$ cat src/rtl/udma_i2c_arb_pkg.sv
// ---------------------------------------------------------------------------
// udma_i2c_arb_pkg
// Shared definitions for the uDMA I2C command arbiter:
//   - I2C command opcodes (bits [31:28] of a command word), matching the
//     I2C_CMD_* values of udma_i2c_defines.sv
//   - the STOP command word injected by the lock watchdog
//   - arbiter state encoding
//   - opcode classification helpers
// Optional feature macro: UDMA_I2C_ARB_TIMEOUT_EN (adds the FLUSH state).
// ---------------------------------------------------------------------------
package udma_i2c_arb_pkg;

  localparam logic [3:0] I2C_CMD_START   = 4'h0;
  localparam logic [3:0] I2C_CMD_WAIT_EV = 4'h1;
  localparam logic [3:0] I2C_CMD_STOP    = 4'h2;
  localparam logic [3:0] I2C_CMD_RD_ACK  = 4'h4;
  localparam logic [3:0] I2C_CMD_RD_NACK = 4'h6;
  localparam logic [3:0] I2C_CMD_WR      = 4'h8;
  localparam logic [3:0] I2C_CMD_WAIT    = 4'hA;
  localparam logic [3:0] I2C_CMD_RPT     = 4'hC;
  localparam logic [3:0] I2C_CMD_CFG     = 4'hE;

  // Command word the watchdog pushes to close an abandoned transaction.
  localparam logic [31:0] I2C_STOP_WORD = {I2C_CMD_STOP, 28'h0};

  typedef enum logic [1:0] {
    ST_IDLE   = 2'd0,
`ifdef UDMA_I2C_ARB_TIMEOUT_EN
    ST_FLUSH  = 2'd2,
`endif
    ST_LOCKED = 2'd1
  } arb_state_t;

  // Commands that never touch the bus lock: they are forwarded and the
  // engine is immediately offered to the next requester.
  function automatic logic is_single_cmd(input logic [3:0] op);
    return (op == I2C_CMD_CFG) || (op == I2C_CMD_WAIT) || (op == I2C_CMD_WAIT_EV);
  endfunction

  function automatic logic is_stop_cmd(input logic [3:0] op);
    return op == I2C_CMD_STOP;
  endfunction

endpackage

$ cat src/rtl/udma_i2c_rr_picker.sv
// ---------------------------------------------------------------------------
// udma_i2c_rr_picker
// Purely combinational round-robin selector: returns the first asserted
// request at or after the pointer position, wrapping NUM_REQ-1 -> 0.
// Ports:
//   valid   in  NUM_REQ  request vector
//   ptr     in  IDX_W    highest-priority index this cycle
//   onehot  out NUM_REQ  one-hot grant (all zero when no request)
//   idx     out IDX_W    granted index (0 when no request)
//   any     out 1        at least one request asserted
// ---------------------------------------------------------------------------
module udma_i2c_rr_picker #(
  parameter int NUM_REQ = 2,
  localparam int IDX_W = (NUM_REQ > 1) ? $clog2(NUM_REQ) : 1
) (
  input  logic [NUM_REQ-1:0] valid,
  input  logic [IDX_W-1:0]   ptr,
  output logic [NUM_REQ-1:0] onehot,
  output logic [IDX_W-1:0]   idx,
  output logic               any
);

  int j;

  // Scan offsets from the far end back to the pointer so the nearest
  // requester at/after the pointer is the last (winning) assignment.
  always_comb begin
    idx    = '0;
    onehot = '0;
    any    = |valid;
    j      = 0;
    for (int i = NUM_REQ - 1; i >= 0; i--) begin
      j = int'(ptr) + i;
      if (j >= NUM_REQ) j = j - NUM_REQ;
      if (valid[j]) idx = IDX_W'(j);
    end
    if (any) onehot[idx] = 1'b1;
  end

endmodule

$ cat src/rtl/udma_i2c_cmd_arbiter.sv
// ---------------------------------------------------------------------------
// udma_i2c_cmd_arbiter
// Shares one I2C control engine between NUM_REQ uDMA requester channels with
// round-robin arbitration at transaction granularity: a requester that issues
// a bus command (anything except CFG/WAIT/WAIT_EV/STOP) owns the engine until
// its STOP is accepted. tx/rx data are always routed to the current owner.
// Ports:
//   clk_i, rst_i (async, active high), sw_rst_i (sync soft reset)
//   req_cmd_*  per-requester command stream (32-bit, opcode in [31:28])
//   req_tx_*   per-requester write data stream
//   req_rx_*   per-requester read data stream (all lanes carry eng_rx_i)
//   eng_cmd_*, eng_tx_*, eng_rx_*  engine side streams
//   owner_o    current/last owner, locked_o  transaction lock held
//   timeout_cfg_i / timeout_o      lock watchdog threshold and fire pulse
// Optional feature macro: UDMA_I2C_ARB_TIMEOUT_EN enables the lock watchdog
// and FLUSH state; without it timeout_cfg_i is ignored and timeout_o is 0.
// ---------------------------------------------------------------------------
module udma_i2c_cmd_arbiter
  import udma_i2c_arb_pkg::*;
#(
  parameter int NUM_REQ   = 2,
  parameter int TIMEOUT_W = 16,
  localparam int IDX_W = (NUM_REQ > 1) ? $clog2(NUM_REQ) : 1
) (
  input  logic                      clk_i,
  input  logic                      rst_i,
  input  logic                      sw_rst_i,
  input  logic [NUM_REQ-1:0][31:0]  req_cmd_i,
  input  logic [NUM_REQ-1:0]        req_cmd_valid_i,
  output logic [NUM_REQ-1:0]        req_cmd_ready_o,
  input  logic [NUM_REQ-1:0][7:0]   req_tx_i,
  input  logic [NUM_REQ-1:0]        req_tx_valid_i,
  output logic [NUM_REQ-1:0]        req_tx_ready_o,
  output logic [NUM_REQ-1:0][7:0]   req_rx_o,
  output logic [NUM_REQ-1:0]        req_rx_valid_o,
  input  logic [NUM_REQ-1:0]        req_rx_ready_i,
  output logic [31:0]               eng_cmd_o,
  output logic                      eng_cmd_valid_o,
  input  logic                      eng_cmd_ready_i,
  output logic [7:0]                eng_tx_o,
  output logic                      eng_tx_valid_o,
  input  logic                      eng_tx_ready_i,
  input  logic [7:0]                eng_rx_i,
  input  logic                      eng_rx_valid_i,
  output logic                      eng_rx_ready_o,
  output logic [IDX_W-1:0]          owner_o,
  output logic                      locked_o,
  input  logic [TIMEOUT_W-1:0]      timeout_cfg_i,
  output logic                      timeout_o
);

  arb_state_t         state_reg, state_next;
  logic [IDX_W-1:0]   ptr_reg, ptr_next;
  logic [IDX_W-1:0]   owner_reg, owner_next;

  logic [NUM_REQ-1:0] pick_onehot;
  logic [IDX_W-1:0]   pick_idx;
  logic               pick_any;
  logic               active;
  logic               route_data;
  logic               cmd_hs;

  function automatic logic [IDX_W-1:0] next_idx(input logic [IDX_W-1:0] i);
    return (i == IDX_W'(NUM_REQ - 1)) ? '0 : i + 1'b1;
  endfunction

  udma_i2c_rr_picker #(
    .NUM_REQ (NUM_REQ)
  ) u_picker (
    .valid  (req_cmd_valid_i),
    .ptr    (ptr_reg),
    .onehot (pick_onehot),
    .idx    (pick_idx),
    .any    (pick_any)
  );

  // Handshake-carrying outputs are forced low while either reset is active,
  // so the engine never sees a command during (or straight out of) reset.
  assign active     = ~(rst_i | sw_rst_i);
  assign route_data = (state_reg == ST_IDLE) || (state_reg == ST_LOCKED);
  assign owner_o    = owner_reg;
  assign locked_o   = (state_reg != ST_IDLE);

  for (genvar gi = 0; gi < NUM_REQ; gi++) begin : g_rx_data
    assign req_rx_o[gi] = eng_rx_i;
  end

`ifdef UDMA_I2C_ARB_TIMEOUT_EN
  logic [TIMEOUT_W-1:0] cnt_reg, cnt_next;
  logic                 data_hs;

  // Any owner data beat proves the transaction is still alive.
  assign data_hs = route_data &
                   ((req_tx_valid_i[owner_reg] & eng_tx_ready_i) |
                    (eng_rx_valid_i & req_rx_ready_i[owner_reg]));
`else
  logic unused_timeout_cfg;
  assign unused_timeout_cfg = ^timeout_cfg_i;
`endif

  always_comb begin
    state_next      = state_reg;
    ptr_next        = ptr_reg;
    owner_next      = owner_reg;
    eng_cmd_o       = '0;
    eng_cmd_valid_o = 1'b0;
    req_cmd_ready_o = '0;
    eng_tx_o        = '0;
    eng_tx_valid_o  = 1'b0;
    req_tx_ready_o  = '0;
    req_rx_valid_o  = '0;
    eng_rx_ready_o  = 1'b0;
    timeout_o       = 1'b0;
    cmd_hs          = 1'b0;

    // Data streams follow the owner register; they are not buffered.
    if (route_data) begin
      eng_tx_o                  = req_tx_i[owner_reg];
      eng_tx_valid_o            = req_tx_valid_i[owner_reg];
      req_tx_ready_o[owner_reg] = eng_tx_ready_i;
      req_rx_valid_o[owner_reg] = eng_rx_valid_i;
      eng_rx_ready_o            = req_rx_ready_i[owner_reg];
    end

    case (state_reg)
      ST_IDLE: begin
        if (pick_any) begin
          eng_cmd_o       = req_cmd_i[pick_idx];
          eng_cmd_valid_o = 1'b1;
          req_cmd_ready_o = pick_onehot & {NUM_REQ{eng_cmd_ready_i}};
          if (eng_cmd_ready_i) begin
            owner_next = pick_idx;
            if (is_single_cmd(req_cmd_i[pick_idx][31:28]) ||
                is_stop_cmd(req_cmd_i[pick_idx][31:28])) begin
              ptr_next = next_idx(pick_idx);
            end else begin
              state_next = ST_LOCKED;
            end
          end
        end
      end

      ST_LOCKED: begin
        eng_cmd_o                  = req_cmd_i[owner_reg];
        eng_cmd_valid_o            = req_cmd_valid_i[owner_reg];
        req_cmd_ready_o[owner_reg] = eng_cmd_ready_i;
        cmd_hs = req_cmd_valid_i[owner_reg] & eng_cmd_ready_i;
        if (cmd_hs && is_stop_cmd(req_cmd_i[owner_reg][31:28])) begin
          state_next = ST_IDLE;
          ptr_next   = next_idx(owner_reg);
        end
`ifdef UDMA_I2C_ARB_TIMEOUT_EN
        else if (!cmd_hs && !data_hs && (timeout_cfg_i != '0) &&
                 (cnt_reg == timeout_cfg_i)) begin
          state_next = ST_FLUSH;
        end
`endif
      end

`ifdef UDMA_I2C_ARB_TIMEOUT_EN
      ST_FLUSH: begin
        // Close the abandoned transaction on the wire; requesters see nothing.
        eng_cmd_o       = I2C_STOP_WORD;
        eng_cmd_valid_o = 1'b1;
        if (eng_cmd_ready_i) begin
          state_next = ST_IDLE;
          ptr_next   = next_idx(owner_reg);
          timeout_o  = 1'b1;
        end
      end
`endif

      default: state_next = ST_IDLE;
    endcase

`ifdef UDMA_I2C_ARB_TIMEOUT_EN
    cnt_next = cnt_reg;
    if ((state_next != state_reg) || cmd_hs || data_hs) begin
      cnt_next = '0;
    end else if ((state_reg == ST_LOCKED) && (cnt_reg != '1)) begin
      cnt_next = cnt_reg + 1'b1;
    end
`endif

    if (!active) begin
      eng_cmd_valid_o = 1'b0;
      req_cmd_ready_o = '0;
      eng_tx_valid_o  = 1'b0;
      req_tx_ready_o  = '0;
      req_rx_valid_o  = '0;
      eng_rx_ready_o  = 1'b0;
      timeout_o       = 1'b0;
    end
  end

  always_ff @(posedge clk_i or posedge rst_i) begin
    if (rst_i) begin
      state_reg <= ST_IDLE;
      ptr_reg   <= '0;
      owner_reg <= '0;
    end else if (sw_rst_i) begin
      state_reg <= ST_IDLE;
      ptr_reg   <= '0;
      owner_reg <= '0;
    end else begin
      state_reg <= state_next;
      ptr_reg   <= ptr_next;
      owner_reg <= owner_next;
    end
  end

`ifdef UDMA_I2C_ARB_TIMEOUT_EN
  always_ff @(posedge clk_i or posedge rst_i) begin
    if (rst_i) begin
      cnt_reg <= '0;
    end else if (sw_rst_i) begin
      cnt_reg <= '0;
    end else begin
      cnt_reg <= cnt_next;
    end
  end
`endif

endmodule

$ cat config.mk
export PLATFORM = sky130hd
export DESIGN_NAME = udma_i2c_cmd_arbiter
export DESIGN_NICKNAME = d
export VERILOG_FILES = /design/src/rtl/udma_i2c_arb_pkg.sv /design/src/rtl/udma_i2c_rr_picker.sv /design/src/rtl/udma_i2c_cmd_arbiter.sv
export SDC_FILE = /design/constraint.sdc
export NUM_CORES = 1
export LEC_CHECK = 0
export ABC_AREA = 1
export CAP_MARGIN = 10
export CORE_MARGIN = 5
export CORE_UTILIZATION = 31
export CTS_CLUSTER_SIZE = 25
export DETAILED_ROUTE_END_ITERATION = 12
export PLACE_DENSITY = 0.88
export SYNTH_ARGS = -nofsm -noshare
export SYNTH_HDL_FRONTEND = slang
export SYNTH_SLANG_ARGS = --single-unit
export TNS_END_PERCENT = 10
$ cat constraint.sdc
create_clock -name clk_i -period 2.4 [get_ports clk_i]
set_input_delay 0.36 -clock clk_i [delete_from_list [all_inputs] [get_ports clk_i]]
set_output_delay 0.36 -clock clk_i [all_outputs]
set_load 0.03 [all_outputs]
# --- Word-level counts from Yosys, hierarchy flattened ---
# Index checks and enable logic that the tools add are counted.
totals:
  regBits: 4
  in_bits: 116
  output_inout_bits: 68
classes:
  add_sub_neg: 5
  n_lt_le_gt_ge: 8
  n_eq_ne: 11
  muxes: 62
  bitwise_logic: 6
  n_reduce_logical: 17
ops:
  columns: ["op", "n"]
  rows:
  - ["32-bit 2-to-1 mux", 7]
  - ["32-bit by 3-bit < comparator with 1-bit output, second input constant", 2]
  - ["32-bit case mux with 2 select lines", 1]
  - ["1-bit 2-to-1 mux", 33]
  - ["32-bit by 3-bit greater-or-equal comparator with 1-bit output, second input constant", 1]
  - ["32-bit by 3-bit subtractor with 32-bit output, second input constant", 1]
  - ["2-bit 2-to-1 mux", 12]
  - ["8-bit 2-to-1 mux", 3]
  - ["3-bit != test, second input constant", 3]
  - ["2-bit AND", 4]
  - ["4-bit by 2-bit equality test with 1-bit output, second input constant", 2]
  - ["4-bit equality test, second input constant", 2]
  - ["2-bit case mux with 2 select lines", 2]
  - ["2-bit nonzero test", 4]
  - ["3-bit by 2-bit != test with 1-bit output, second input constant", 2]
  - ["5-bit AND reduction", 1]
  - ["4-bit by 1-bit equality test with 1-bit output, second input constant", 1]
  - ["1-bit logical OR", 4]
  - ["1-bit by 2-bit < comparator with 1-bit output, second input constant", 2]
  - ["1-bit case mux with 2 select lines", 2]
  - ["4-bit AND reduction", 1]
  - ["1-bit logical AND", 3]
  - ["3-bit AND reduction", 1]
  - ["3-bit nonzero test", 1]
  - ["11 further kinds", 14]

# --- Longest topological paths before layout ---
logic_depth:
  depth_word: 19
  mapped_depth: 12

# --- Hierarchy ---
# A second synthesis with hierarchy kept.
unflattened:
  cells_unflattened: 247
  hier_area_um2: 1229.9
by_module_without_submodules:
  columns: ["module", "n_inst", "cells_each", "area_per_inst_um2", "seq_area_each_um2"]
  rows:
  - ["udma_i2c_cmd_arbiter", 1, 240, 1199.9, 75.1]
  - ["udma_i2c_rr_picker", 1, 7, 30.0, 0.0]

# --- Worst setup path after synthesis ---
# OpenSTA, ideal clock, no wires.
synth_timing:
  path_type: "flip-flop to output port"
  from: "reg state_reg[0]"
  to: "out eng_cmd_o[28]"
  arrival_time_ns: 1.773
  required_time_ns: 2.040
  path_slack_ns: 0.267
  stages_incl_launch_ff: 4
  path_buffers: 1
  cell_sequence: "dfrtp_1 -> clkinv_1 -> clkbuf_1 -> o21ai_0"
synth_between:
  elab_chain_len: 2
synth_lines:
  columns: ["element", "line", "text"]
  rows:
  - ["start: declaration", "udma_i2c_cmd_arbiter.sv:52", "arb_state_t state_reg, state_next;"]
  - ["start signal: assignment", "udma_i2c_cmd_arbiter.sv:206", "state_reg <= state_next;"]
  - ["2-bit by 1-bit equality test with 1-bit output or 2-bit zero test (tied branches)", "udma_i2c_cmd_arbiter.sv:125", "case (state_reg)"]
  - ["32-bit case mux with 2 select lines (*)", "udma_i2c_cmd_arbiter.sv:125", null]
  - ["end: declaration", "udma_i2c_cmd_arbiter.sv:37", "output logic [31:0] eng_cmd_o,"]
# Mark *: on every way between the ends. The rest lies on a longest branch, timed or not.

# --- Worst setup path in the final report ---
layout_timing:
  from: "in sw_rst_i"
  to: "out req_tx_ready_o[0]"
layout_between:
  elab_chain_len: 2
layout_lines:
  columns: ["element", "line", "text"]
  rows:
  - ["start: declaration", "udma_i2c_cmd_arbiter.sv:27", "input logic sw_rst_i,"]
  - ["1-bit bitwise OR", "udma_i2c_cmd_arbiter.sv:79", "assign active = ~(rst_i | sw_rst_i);"]
  - ["2-bit 2-to-1 mux", "udma_i2c_cmd_arbiter.sv:185", "if (!active) begin"]
  - ["end: declaration", "udma_i2c_cmd_arbiter.sv:33", "output logic [NUM_REQ-1:0] req_tx_ready_o,"]
# Every way passes these cells.

==> metrics <==
min Tclk post-route 2.277 ns; CTS tree built; post-CTS setup buffer count 0; Sw Pwr 0.7586 mW; die span in y 83.95 um; antenna violations before repair 0; DR iter-0 viols 116; DP HPWL 5332 um; clk sinks 3; Final Power 1.427 mW; Total Routed Length 6651 um; Routed Antenna Nets 0; WS Path Type in -> out; register area share after synthesis 4.428%; CTS H-Tree Depth 1; GRT Util Overall 17.85%; clk slew on worst S/H paths 0.03 ns; pin count of the biggest net entering global routing 70; synth-to-layout area growth 78.38%; unrepaired setup endpoints after global routing false; Hold WS 0.3504 ns; class of the worst hold path in -> async; drt drc 0; Arrival @ worst endpoint 1.92 ns; routability cong. 0.8999; Via Count 2580; Final Max Tran Viols 0; max-cap violation count 0; Seq pwr share 5.2%; switching part of the total 53.16%; starting density of the core 31.37%; most common library cell in the layout ignoring fill and taps nand2_1; Final Cycle Share 94.88%; reg2reg setup slack 0.77 ns; critical path required time 2.04 ns; Placed Area 0.002974 mm2; Num CTS Buffers 3; grt ovf 0; CP dominant cell by count clkdlybuf4s50_1; 1st-pass router iterations 4; fin area 0.003024 mm2; R2R Path End ptr_reg$_DFFE_PP0P_; DIE AREA 0.007048 mm2; peak supply drop 0.2347 mV; critical path's largest stage delay 0.70 ns; Post-Synthesis Cell Area 0.001695 mm2; slowest library cell on the worst path clkdlybuf4s50_1; Pleak 1.646 nW; maximum clock rate 0.4391 GHz; Final nets 585; reg2reg start owner_o$_DFFE_PP0P_; commonest non-fill, non-tap cells in the layout 106 x nand2_1, 103 x clkdlybuf4s50_1, 71 x inv_1; final hold vios 0; layout cell share with drive strength beyond 1 11.97%; Clk Latency, worst-skew pair 0.21 ns; reg2reg path depth 9; yosys warns 0; Util after Layout 55.95%; Worst setup EP type primary output; area of the core 0.005405 mm2; skew final 0.001272 ns; number of gates resized after cts 0; power density over cell area 471.9 mW/mm2; Ant. Diodes 0; Post-Syn Area per Cell 4.830 um2; endpoints failing setup 0; cell count after synthesis 351; IO Port Bufs 142; Internal Power 0.6685 mW; Crit path buffers/inverters 3; vias in the first global route 2431; row count 27; CP delay by family, top buffers and inverters; Fin Setup TNS 0 ns; Vias/cell 4.778; Syn Nets 467; CP Cell Sequence clkdlybuf4s50_1 -> nor2_1 -> inv_1 -> nor3_1 -> clkdlybuf4s50_1; clock root buffer clkbuf_8; status finished clean; Clock Tree Buf Depth 2; per-cell routed wire length 12.32 um; Die X 83.95 um; crit path launch type input port; num ports 184; first-pass GRT wire length 10900 um; Critical Path Fanout Max 6; Synth Register Bits 3; hold_buf cts 0; post-synth cell types 24; clock power share 10.4%; Comb power frac 84.5%
## through the flow
step | worst slack [ns] | cells
3_5_place_dp | 0.1317 | 536
4_1_cts | 0.1287 | 540
2_1_floorplan | 0.2666 | 351
5_1_grt | 0.01520 | 540
6_report | 0.1228 | 540
3_3_place_gp | 0.1524 | 536
## layout make-up
type | count | area [um2]
clock buffers | 4 | 45.04
fillers | 532 | 2381
inverters | 74 | 277.8
multi-input cells | 237 | 1104
flip-flops and latches | 3 | 76.32
well taps | 72 | 90.09
repair buffers | 150 | 1431
## synthesized netlist by cell type, drive strengths merged
library cell  count  area (um2)
nand3             7       35.03
clkinv            1       3.750
dfrtp             3       75.07
a21oi            35       175.2
nand2           109       421.7
clkbuf            8       30.03
buf              29       209.0
o22ai            29       181.4
and2              1       6.260
inv              73       274.0
conb              1       3.750
and3              1       6.260
nor3              5       25.02
nor2              9       33.78
o21ai            40       215.2
## routing by layer
metal	track usage, %	routed length, um
met5	0	0
met4	4.532	112
met3	3.554	407
met2	32.18	3376
met1	21.44	2753
## worst max-delay path by stage
stage                                    to  slack (ns)                      from  cells past startpoint
after floorplan               eng_cmd_o[28]        0.27  state_reg[0]$_DFFE_PP0P_                      3
after global routing      req_tx_ready_o[0]        0.02                  sw_rst_i                      5
final                     req_tx_ready_o[0]        0.12                  sw_rst_i                      5
after CTS                 req_tx_ready_o[0]        0.13                  sw_rst_i                      5
after detailed placement  req_tx_ready_o[0]        0.13                  sw_rst_i                      5
after global placement    req_rx_valid_o[0]        0.15                  sw_rst_i                      5
## power by group through the flow
| stage | Sequential, mW | Clock [mW] | Combinational, mW |
|---|---|---|---|
| 3_5_place_dp | 0.0742 | 0 | 1.21 |
| 2_1_floorplan | 0.0776 | 0 | 0.763 |
| 6_report | 0.0736 | 0.148 | 1.21 |
| 4_1_cts | 0.0738 | 0.150 | 1.22 |
| 5_1_grt | 0.0753 | 0.153 | 1.31 |
| 3_3_place_gp | 0.0742 | 0 | 1.19 |
## logic make-up (layout without fill, tap and decap cells)
logic type	count (synthesis)	after routing	synth area share [%]
and+or+nand+nor	132	132	31.14
other	1	1	0.2212
buffers and inverters	111	228	30.48
AOI/OAI and AO/OA	104	104	33.73
DFF	3	3	4.428
Note: power is estimated with default switching activity, not from simulation.
